File: src/rtl/jk_excitation_driver.sv
// Inverse-JK excitation driver: accepts a target word, pulses j/k for one cycle,
// then waits for the q feedback to match. Build option JK_DRV_TOGGLE_EN selects toggle encoding.
module jk_excitation_driver #(
    parameter int WIDTH   = 4,
    parameter int TIMEOUT = 4
) (
    input  logic             clk,
    input  logic             reset,
    input  logic             in_valid,
    output logic             in_ready,
    input  logic [WIDTH-1:0] in_target,
    input  logic [WIDTH-1:0] q_fb,
    output logic [WIDTH-1:0] j,
    output logic [WIDTH-1:0] k,
    output logic             done,
    output logic             err
);

    localparam logic [1:0] IDLE  = 2'd0;
    localparam logic [1:0] DRIVE = 2'd1;
    localparam logic [1:0] CHECK = 2'd2;

    localparam logic [7:0] LAST_CNT = 8'(TIMEOUT - 1);

    logic [1:0]       state;
    logic [WIDTH-1:0] tgt;
    logic [7:0]       cnt;
    logic [WIDTH-1:0] chg, j_nx, k_nx;
    logic             accept, match, last;

    // The excitation is computed from the live q_fb at the accept edge, so the
    // j/k registers themselves carry the snapshot into the DRIVE cycle.
    assign chg = in_target ^ q_fb;
`ifdef JK_DRV_TOGGLE_EN
    assign j_nx = chg;
    assign k_nx = chg;
`else
    assign j_nx = chg & in_target;
    assign k_nx = chg & ~in_target;
`endif

    assign in_ready = (state == IDLE);
    assign accept   = in_valid && in_ready;
    assign match    = (q_fb == tgt);
    assign last     = (cnt == LAST_CNT);
    // Completion is flagged inside the CHECK cycle itself; a pending reset suppresses it.
    assign done     = !reset && (state == CHECK) && (match || last);
    assign err      = done && !match;

    always_ff @(posedge clk) begin
        if (reset) begin
            state <= IDLE;
            tgt   <= '0;
            cnt   <= '0;
            j     <= '0;
            k     <= '0;
        end else begin
            j <= '0;
            k <= '0;
            case (state)
                IDLE: begin
                    if (accept) begin
                        tgt   <= in_target;
                        j     <= j_nx;
                        k     <= k_nx;
                        state <= DRIVE;
                    end
                end
                DRIVE: begin
                    cnt   <= '0;
                    state <= CHECK;
                end
                CHECK: begin
                    if (match || last) state <= IDLE;
                    else               cnt   <= cnt + 8'd1;
                end
                default: state <= IDLE;
            endcase
        end
    end

endmodule

File: config.mk
export PLATFORM = sky130hd
export DESIGN_NAME = jk_excitation_driver
export DESIGN_NICKNAME = d
export VERILOG_FILES = /design/src/rtl/jk_excitation_driver.sv
export SDC_FILE = /design/constraint.sdc
export NUM_CORES = 1
export LEC_CHECK = 0
export CAP_MARGIN = 20
export CELL_PAD_IN_SITES_DETAIL_PLACEMENT = 0
export CELL_PAD_IN_SITES_GLOBAL_PLACEMENT = 1
export CORE_UTILIZATION = 33
export CTS_CLUSTER_SIZE = 8
export DETAILED_ROUTE_END_ITERATION = 16
export HOLD_SLACK_MARGIN = 0.08
export PLACE_DENSITY = 0.78
export SYNTH_ARGS = -nofsm -noshare
export SYNTH_HDL_FRONTEND = slang
export SYNTH_SLANG_ARGS = --single-unit
File: constraint.sdc
create_clock -name clk -period 1.9 [get_ports clk]
set_clock_uncertainty 0.15 [all_clocks]
set_input_delay 0.38 -clock clk [delete_from_list [all_inputs] [get_ports clk]]
set_output_delay 0.38 -clock clk [all_outputs]
set_load 0.005 [all_outputs]
* After elaboration in Yosys (flattened, before gate mapping)
Cells that the tools add are included.
** Storage, ports and cells
- Bits in registers :: 22
- Word-level logic and storage cells :: 37
- Input port bits :: 11
- Output and inout port bits :: 11
** Operators by class
- Reduce and logical (&&, ||, !) cells :: 13
- Mux-type cells :: 5
- Add/sub/neg operators :: 1
- Bitwise logic cells :: 6
- Equality and inequality tests :: 7
** Operator list (count)
- $pmux W8 S2 :: 1
- $add A8 B1 Y8 const B :: 1
- $and A4 B4 Y4 :: 2
- $eq A8 B2 Y1 const B :: 1
- $mux W8 :: 1
- $pmux W2 S3 :: 1
- $reduce_and A2 Y1 :: 3
- $eq A4 B4 Y1 :: 1
- $logic_and A1 B1 Y1 :: 4
- $mux W2 :: 2
- $ne A2 B1 Y1 const B :: 2
- $not A4 Y4 :: 1
- $xor A4 B4 Y4 :: 1
- $reduce_or A3 Y1 :: 1
- $eq A2 B1 Y1 const B :: 1
- $eq A2 B2 Y1 const B :: 1
- $logic_not A1 Y1 :: 2
- $logic_not A2 Y1 :: 1
- $ne A2 B2 Y1 const B :: 1
- $not A1 Y1 :: 2
- $reduce_bool A2 Y1 :: 1
- $logic_or A1 B1 Y1 :: 1

* Longest topological paths before layout
Gate-level depths: netlist of run 1.
- Depth in word-level cells :: 4
- Depth in mapped cells :: 6
- Mapped depth without buffers :: 5

* Worst setup path after synthesis of run 1
No wires, ideal clock.
- Kind :: register -> output
- From :: reg cnt[0]
- To :: out err
- Data arrival time :: 1349 ps
- Setup slack :: 21 ps
- Required time :: 1370 ps
- Cell stages (with the launch flop) :: 5
- Cells stage by stage :: dfxtp_1 -> ha_1 -> nor4b_1 -> a21oi_1 -> nor4_1
** Between the ends
- Word-level cells in the longest chain between the ends :: 4
** RTL lines
- start: declaration :: RTL line 27 : logic [7:0] cnt;
- start signal: assignment :: RTL line 75 : else cnt <= cnt + 8'd1;
- $eq A8 B2 Y1 :: RTL line 45 : assign last = (cnt == LAST_CNT);
- $logic_or A1 B1 Y1 :: RTL line 47 : assign done = !reset && (state == CHECK) && (match || last);
- $logic_and A1 B1 Y1 :: RTL line 47
- $logic_and A1 B1 Y1 :: RTL line 48 : assign err = done && !match;
- end: declaration :: RTL line 16 : output logic err
No other way between the ends.

* Worst setup path in the final report of run 1
- From :: in q_fb[3]
- To :: out err
** Between the ends
- Word-level cells in the longest chain between the ends :: 4
** RTL lines
- start: declaration :: RTL line 12 : input logic [WIDTH-1:0] q_fb,
- $eq A4 B4 Y1 * :: RTL line 44 : assign match = (q_fb == tgt);
- $logic_or A1 B1 Y1 :: RTL line 47
- $logic_and A1 B1 Y1 :: RTL line 47
- $logic_and A1 B1 Y1 * :: RTL line 48
Every way passes the cells marked *; elsewhere a longest branch is shown, timed or not.

==> metrics.yaml, run 1 <==
finish:
  drive_gt1_share_pct: 38.75
  syn_to_final_growth_pct: 60.94
  fin_nets: 173
  fillers: 257
  antenna_cells: 0
  postLayoutCoreUtil_pct: 56.91
power:
  p_leak_uw: 0.0006137
  power.share.clock_pct: 27.8
  p_int_uw: 698.4
  p_switching_uw: 234.3
  irDropWorstVdd_mv: 0.3778
  p_per_area_mw_per_mm2: 589.3
  pwr-share-seq_pct: 52.3
  swShare_pct: 25.12
  p_comb_share_pct: 19.9
grt:
  grt_pass1_vias: 1053
  grt_pass1_wl_um: 4533
  grt_max_degree: 13
  grt_usage_pct: 17.87
  antenna_found_initial: 0
  grt_overflow_total: 0
critical_path:
  reg2reg_slack_ns: 0.02
  path_max_fanout: 2
  r2r-end: "cnt[3]"
  startpoint_type: "input pin"
  worstSetupEndpointType: "primary output"
  rr_startpoint: "cnt[1]"
  cp_data_arrival_time_ns: 1.53
  r2r_cells: 6
  path_class: "in2out"
  worstPathRequired_ns: 1.37
cts:
  cts_buffer_depth: 2
  ctsHoldBuffers: 0
  cts_made_buffers: 3
  clkLatencyLatePin_ns: 0.30
  cts_tree: "yes"
  cts_sinks: 22
  root_buffer: "clkbuf_4"
  htreeDepth: 1
  clk_pin_slew_ns: 0.12
synth:
  ys_types: 37
  yosys.area_share.adder_pct: 1.272
  ys_async_sr_fraction_pct: 0
  syn_nets: 117
  synth_edf_count: 0
  synth_compound_area_share_pct: 15.90
  netlist_instances: 105
  syn_area_um2: 983.4
  yosysSeqAreaShare_pct: 44.78
  synth_xor_area_share_pct: 3.562
  synthMuxAreaShare_pct: 4.071
  synth_ff_type: "dfxtp_1"
  synth-simple-area-share_pct: 25.83
  syn_area_per_cell_um2: 9.366
  post-synth-top-area-cell: "dfxtp_1"
  ys_ff_latch: 22
  synth_area_leaders: "dfxtp_1 (45%), nor3b_1 (5.3%), mux2i_1 (4.1%), nand3_1 (3.6%), xnor2_1 (3.6%)"
  synth_top_family_by_area: "simple AND/OR/NAND/NOR gates"
  ys_warn_count: 0
  synth.top_cell.area_share_pct: 44.78
floorplan:
  die_area_mm2: 0.003202
  row_count: 19
  start_util_pct: 35.36
  die_w_um: 56.59
  top_level_ports: 22
  core-area_mm2: 0.002781
  die_h_um: 56.59
drt:
  viasPerCell: 5.293
  drt-initial-drc-count: 28
  drt-total-wl_um: 2602
  drc: 0
  wl_per_cell_um: 13.62
  vias: 1011
  antenna_left: 0
  first_pass_iters: 4
outcome:
  status: "finished, violations left"
  violations: "setup timing"
place:
  io_buffers: 21
  hpwl_um: 1952
  pre_cts_ws_ns: -0.8090
  place.gp.congestion: 0.8549
sta:
  drv_slew: 0
  max-slew-margin-rel_pct: 71.59
  finalCritPeriodShare_pct: 108.2
  fin_ws_ns: -0.1563
  worst_slew_pin_slew_ns: 0.4229
  fmax_mhz: 486.3
  setup-violations-final: 2
  hold_violations: 0
  rsz0062_at_grt: "true"
  fin_crit_ns: 2.056
run:
  drv_cap: 0
worst_hold_path:
  holdCritStartpoint: "q_fb[0]"
  hold_path_depth: 2
  holdPathEnd: "j[0]"
  min_path_type: "in2reg"
## through the flow
step | area [um2] | total power (uW) | hold WS, ns | TNS [ns] | cells
floorplan | 983.4 | 569.2 | 0.3007 | 0 | 105
global placement | 1431 | 658.1 | 0.3449 | -3.698 | 182
detailed placement | 1431 | 662.0 | 0.3599 | -3.991 | 182
CTS | 1545 | 933.6 | 0.2673 | -0.4314 | 189
global route | 1583 | 979.8 | 0.2662 | -0.5287 | 191
finish | 1583 | 932.7 | 0.2701 | -0.3118 | 191
## area by class of cell
type                    instances  area (um2)  share of cell area (%)
multi-input cells              73       581.8                   36.76
repair buffers                 56       460.4                   29.09
flip-flops and latches         22       446.7                   28.22
well taps                      31       38.79                   2.451
clock buffers                   4       36.28                   2.292
inverters                       5       18.77                   1.186
## routing by layer
layer | part of all wire, % | track usage [%]
met5 | 0 | 0
met4 | 0.35 | 4.181
met3 | 5.7 | 3.917
met2 | 51 | 32.44
met1 | 43 | 21.17
## sequential cells by signal (all words and copies together) (netlist names)
| signal | cells |
|---|---|
| cnt | 8 |
| j | 4 |
| k | 4 |
| tgt | 4 |
| state | 2 |
## power groups by stage
| stage | logic (uW) | clock network, uW | registers (uW) |
|---|---|---|---|
| finish | 186 | 259 | 488 |
| global route | 202 | 288 | 490 |
| CTS | 179 | 268 | 487 |
| detailed placement | 167 | 0 | 495 |
| global placement | 164 | 0 | 494 |
| floorplan | 73.3 | 0 | 496 |
## critical path, stage by stage
cell           delay (ns)
dlygate4sd2_1        0.27
xnor2_2              0.15
and4_4               0.21
buf_4                0.14
nor4_2               0.22
buf_2                0.15
## cells in the final DEF (no fill, tap or decap), drive strengths merged, types with 5 or more instances in the layout
| master | count |
|---|---|
| buf | 37 |
| clkdlybuf4s50 | 14 |
| dfxtp | 22 |
| dlygate4sd2 | 5 |
| inv | 5 |
| nand3 | 7 |
| nor2 | 7 |
| nor3b | 8 |
## cell families after synthesis
kind of cell             Yosys count
AO/OA/AOI/OAI                     22
XOR/XNOR                           4
adder cells (fa/ha/maj)            1
buffers and inverters             10
flip-flops                        22
multiplexers                       4
AND/OR/NAND/NOR                   42
## cell usage after synthesis, drive strengths merged, types with 2 or more instances
| cell | instances |
|---|---|
| dfxtp | 22 |
| nor3b | 8 |
| nand3 | 7 |
| nor2 | 7 |
| inv | 5 |
| a21oi | 4 |
| mux2i | 4 |
| nand2b | 4 |
| xnor2 | 4 |
| a211oi | 3 |
| clkbuf | 3 |
| nand4 | 3 |
| nor3 | 3 |
| o211ai | 3 |
| a31oi | 2 |
| buf | 2 |
| nand2 | 2 |
| nor4 | 2 |
## worst max-delay path by stage
stage / from / to / slack, ns / cells after the start
3_3_place_gp: q_fb[3] / err / -0.80 / 6
2_1_floorplan: cnt[0] / err / 0.02 / 4
5_1_grt: cnt[1] / err / -0.25 / 5
4_1_cts: cnt[1] / err / -0.24 / 5
6_report: q_fb[3] / err / -0.16 / 6
3_5_place_dp: q_fb[1] / err / -0.81 / 6
## timing repair
item,CTS,global route
buffers inserted,4,2
setup endpoints to repair,5,3
pin swaps,6,7
resized for setup,26,7
Power figures use the tool's default switching activity.
==> run 2: changes to the inputs <==
--- a/config.mk
+++ b/config.mk
@@ -13,6 +13,7 @@
 export DETAILED_ROUTE_END_ITERATION = 16
 export HOLD_SLACK_MARGIN = 0.08
 export PLACE_DENSITY = 0.78
+export SETUP_SLACK_MARGIN = 0.1
 export SYNTH_ARGS = -nofsm -noshare
 export SYNTH_HDL_FRONTEND = slang
 export SYNTH_SLANG_ARGS = --single-unit
==> metrics.yaml, run 2 (synthesis results as in run 1) <==
power:
  p_per_area_mw_per_mm2: 590.2
  swShare_pct: 25.53
  irDropWorstVdd_mv: 0.4091
  p_leak_uw: 0.0006164
  p_comb_share_pct: 20.0
  p_int_uw: 699.5
  power.share.clock_pct: 28.2
  p_switching_uw: 239.7
  pwr-share-seq_pct: 51.9
sta:
  fin_crit_ns: 2.122
  max-slew-margin-rel_pct: 74.75
  fmax_mhz: 471.3
  hold_violations: 0
  drv_slew: 0
  rsz0062_at_grt: "true"
  setup-violations-final: 2
  finalCritPeriodShare_pct: 111.7
  worst_slew_pin_slew_ns: 0.3758
  fin_ws_ns: -0.2220
critical_path:
  crit_slowest_cell: "dfxtp_2"
  worstPathBufferInverterCount: 1
  worstSetupEndpointType: "primary output"
  cp_cell_sequence: "ha_4 -> nor4b_4 -> a21oi_2 -> nor4_2 -> buf_2"
  startpoint_type: "flip-flop"
  slowest_delay_ns: 0.37
  worstPathRequired_ns: 1.37
  path_class: "reg2out"
  cp_data_arrival_time_ns: 1.59
  path_max_fanout: 2
  crit_family: "simple AND/OR/NAND/NOR gates"
grt:
  grt_overflow_total: 0
  grt_usage_pct: 17.70
  grt_pass1_wl_um: 4450
  grt_pass1_vias: 1024
  grt_max_degree: 14
  antenna_found_initial: 0
cts:
  ctsHoldBuffers: 0
  root_buffer: "clkbuf_4"
  cts_buffer_depth: 2
  cts_sinks: 22
  clkLatencyLatePin_ns: 0.31
  cts_tree: "yes"
  clk_pin_slew_ns: 0.13
  cts_made_buffers: 3
  htreeDepth: 1
finish:
  largest_register_ffs: 8
  antenna_cells: 0
  fillers: 264
  postLayoutCoreUtil_pct: 57.22
  mostFrequentLayoutCells: "buf_4 (30), dfxtp_1 (19), clkdlybuf4s50_1 (14)"
  regMostFlops: "cnt"
  design_area_mm2: 0.001592
  final_common_cell: "buf_4"
  fin_nets: 171
  syn_to_final_growth_pct: 61.83
  drive_gt1_share_pct: 36.71
drt:
  drt-total-wl_um: 2527
  first_pass_iters: 4
  viasPerCell: 5.201
  wl_per_cell_um: 13.37
  drt-initial-drc-count: 14
  drc: 0
  vias: 983
  antenna_left: 0
floorplan:
  start_util_pct: 35.36
  row_count: 19
  die_h_um: 56.59
  core-area_mm2: 0.002781
  die_w_um: 56.59
  die_area_mm2: 0.003202
  top_level_ports: 22
place:
  hpwl_um: 1901
  placed_area_mm2: 0.001453
  place.gp.congestion: 0.8356
  io_buffers: 21
outcome:
  status: "finished, violations left"
  violations: "setup timing"
run:
  drv_cap: 0
worst_hold_path:
  min_path_type: "in2reg"
-- run 2: per-layer routing --
metal | GRT usage (%) | share of wire [%] | up-vias | wire length, um
met5 | 0 | 0 | - | 0
met4 | 5.923 | 0 | 0 | 0
met3 | 2.765 | 3.5 | 0 | 88
met2 | 31.09 | 49 | 18 | 1232
met1 | 21.79 | 48 | 467 | 1206
li1 | - | - | 498 | -
-- run 2: tightest hold or removal path, stage by stage --
cell and delay [ns]:
dlygate4sd2_1 0.23, buf_4 0.11, nor3b_1 0.04
-- run 2: final cells by class --
| type | instances | area (um2) | area share, % |
|---|---|---|---|
| sequential | 22 | 444.2 | 27.91 |
| timing repair buffer | 54 | 461.7 | 29.01 |
| clock buffer | 4 | 36.28 | 2.280 |
| inverter | 5 | 18.77 | 1.179 |
| tap | 31 | 38.79 | 2.437 |
| multi-input combinational | 73 | 591.8 | 37.19 |
-- run 2: power groups by stage --
| stage | Clock, uW | Sequential, uW | Combinational [uW] |
|---|---|---|---|
| 2_1_floorplan | 0 | 496 | 73.3 |
| 3_3_place_gp | 0 | 494 | 169 |
| 3_5_place_dp | 0 | 495 | 171 |
| 4_1_cts | 272 | 487 | 181 |
| 5_1_grt | 292 | 489 | 203 |
| 6_report | 265 | 487 | 188 |
-- run 2: worst paths after layout --
check	from	cells past startpoint	end	slack [ns]
setup reg to reg	cnt[1]	6	cnt[3]	0.06
hold / removal	q_fb[0]	3	j[0]	0.33
setup / recovery	cnt[1]	5	err	-0.22
hold reg to reg	tgt[0]	2	tgt[0]	0.38
-- run 2: timing repair --
item,CTS,global route
endpoints found under the setup margin,6,5
gates resized for setup,24,6
setup buffers,2,2
pin swaps,8,9
-- run 2: per-stage QoR --
step	total power (uW)	hold slack (ns)	setup slack (ns)	std cells	TNS, ns
finish	939.3	0.3257	-0.2220	189	-0.4417
global route	983.8	0.3328	-0.3096	189	-0.6092
CTS	939.9	0.3152	-0.2730	188	-0.4986
detailed placement	665.4	0.3581	-0.8677	182	-2.843
global placement	663.3	0.3456	-0.8907	182	-2.824
floorplan	569.4	0.3007	0.1109	105	0
==> run 3: changes to the inputs <==
--- a/config.mk
+++ b/config.mk
@@ -12,8 +12,9 @@
 export CTS_CLUSTER_SIZE = 8
 export DETAILED_ROUTE_END_ITERATION = 16
 export HOLD_SLACK_MARGIN = 0.08
-export PLACE_DENSITY = 0.78
+export PLACE_DENSITY_LB_ADDON = 0.1
 export SETUP_SLACK_MARGIN = 0.1
+export SLEW_MARGIN = 30
 export SYNTH_ARGS = -nofsm -noshare
 export SYNTH_HDL_FRONTEND = slang
 export SYNTH_SLANG_ARGS = --single-unit
==> metrics.yaml, run 3 (synthesis results as in run 1) <==
sta:
  setup-violations-final: 2
  tns_ns: -0.3202
  hold_violations: 0
  finalCritPeriodShare_pct: 109.0
  max-slew-margin-rel_pct: 78.55
  fmax_mhz: 482.7
  rsz0062_at_grt: "true"
  fin_crit_ns: 2.072
  fin_hold_ws_ns: 0.2461
  fin_ws_ns: -0.1718
  worst_slew_pin_slew_ns: 0.3206
  drv_slew: 0
cts:
  clkLatencyLatePin_ns: 0.31
  root_buffer: "clkbuf_4"
  cts_buffer_depth: 2
  clk_pin_slew_ns: 0.14
  ctsHoldBuffers: 0
  cts_made_buffers: 3
  cts_sinks: 22
  htreeDepth: 1
  cts_tree: "yes"
critical_path:
  worstSetupEndpointType: "primary output"
  cp_data_arrival_time_ns: 1.54
  rr_startpoint: "cnt[0]"
  crit_slowest_cell: "dfxtp_2"
  worstPathRequired_ns: 1.37
  startpoint: "cnt[0]"
  reg2reg_slack_ns: 0.03
  path_class: "reg2out"
  startpoint_type: "flip-flop"
  path_max_fanout: 2
  cp_cell_sequence: "ha_4 -> nor4b_4 -> a21oi_2 -> buf_4 -> nor3_2 -> buf_2"
  slowest_delay_ns: 0.38
power:
  irDropWorstVdd_mv: 0.4713
  p_per_area_mw_per_mm2: 643.5
  p_leak_uw: 0.0006049
  finalPower_uw: 1041
floorplan:
  start_util_pct: 35.36
  row_count: 19
  top_level_ports: 22
  die_area_mm2: 0.003202
  die_w_um: 56.59
  die_h_um: 56.59
  core-area_mm2: 0.002781
worst_hold_path:
  min_path_type: "in2reg"
  holdCritStartpoint: "q_fb[1]"
finish:
  drive_gt1_share_pct: 38.06
  largest_register_ffs: 8
  mostFrequentLayoutCells: "buf_4 (26), dfxtp_1 (18), clkdlybuf4s50_1 (14)"
  design_area_mm2: 0.001618
  antenna_cells: 0
  fin_nets: 168
  regMostFlops: "cnt"
  syn_to_final_growth_pct: 64.50
  final_common_cell: "buf_4"
grt:
  grt_overflow_total: 0
  grt_pass1_wl_um: 4436
  grt_usage_pct: 17.62
  grt_pass1_vias: 961
  grt_max_degree: 14
  antenna_found_initial: 0
drt:
  antenna_left: 0
  drt-total-wl_um: 2606
  drt-initial-drc-count: 23
  viasPerCell: 5.366
  vias: 998
  first_pass_iters: 4
  wl_per_cell_um: 14.01
  drc: 0
outcome:
  status: "finished, violations left"
  violations: "setup timing"
place:
  io_buffers: 21
  placed_area_mm2: 0.001395
  hpwl_um: 1737
  pre_cts_ws_ns: -0.8383
  place.gp.congestion: 0.8861
run:
  drv_cap: 0
==> run 3: critical path: cells and delay by family (launching register included) <==
family | cells | cell delay [ns]
AOI/OAI and AO/OA | 1 | 0.12
adders and majority gates | 1 | 0.14
buffers and inverters | 2 | 0.28
and+or+nand+nor | 2 | 0.33
DFF | 1 | 0.38
==> run 3: per-stage QoR <==
step | utilization, % | instances
6_report | 58.16 | 186
5_1_grt | 58.16 | 186
4_1_cts | 55.60 | 184
3_5_place_dp | 50.16 | 176
3_3_place_gp | 50.16 | 176
2_1_floorplan | - | 105
==> run 3: timing repair <==
action,CTS,global route
gates resized for setup,28,10
buffers inserted,4,2
setup endpoints to repair,6,7
endpoints found under the hold margin,0,0
pin swaps,13,7
==> run 3: layout make-up <==
cell class | instances | area [um2]
fillers | 273 | 1164
multi-input cells | 73 | 618.1
flip-flops and latches | 22 | 445.4
repair buffers | 51 | 444.2
well taps | 31 | 38.79
clock inverters | 1 | 30.03
clock buffers | 3 | 22.52
inverters | 5 | 18.77
==> run 3: final timing paths <==
check,end,depth (start not counted)
max,done,6
min,j[1],2
max reg2reg,cnt[3],6
min reg2reg,tgt[1],2
==> run 3: metal layers <==
layer	wire length [um]	up-vias	track usage, %
met5	0	-	0
met4	27	0	6.969
met3	111	6	2.535
met2	1193	31	27.23
met1	1273	464	24.57
li1	-	497	-
==> run 3: where the power goes <==
part           leakage, uW  total, uW  internal (uW)  switching, uW
logic             0.000396        188            103           84.7
registers         0.000181        487            478           9.29
clock network    0.0000279        366            213            153
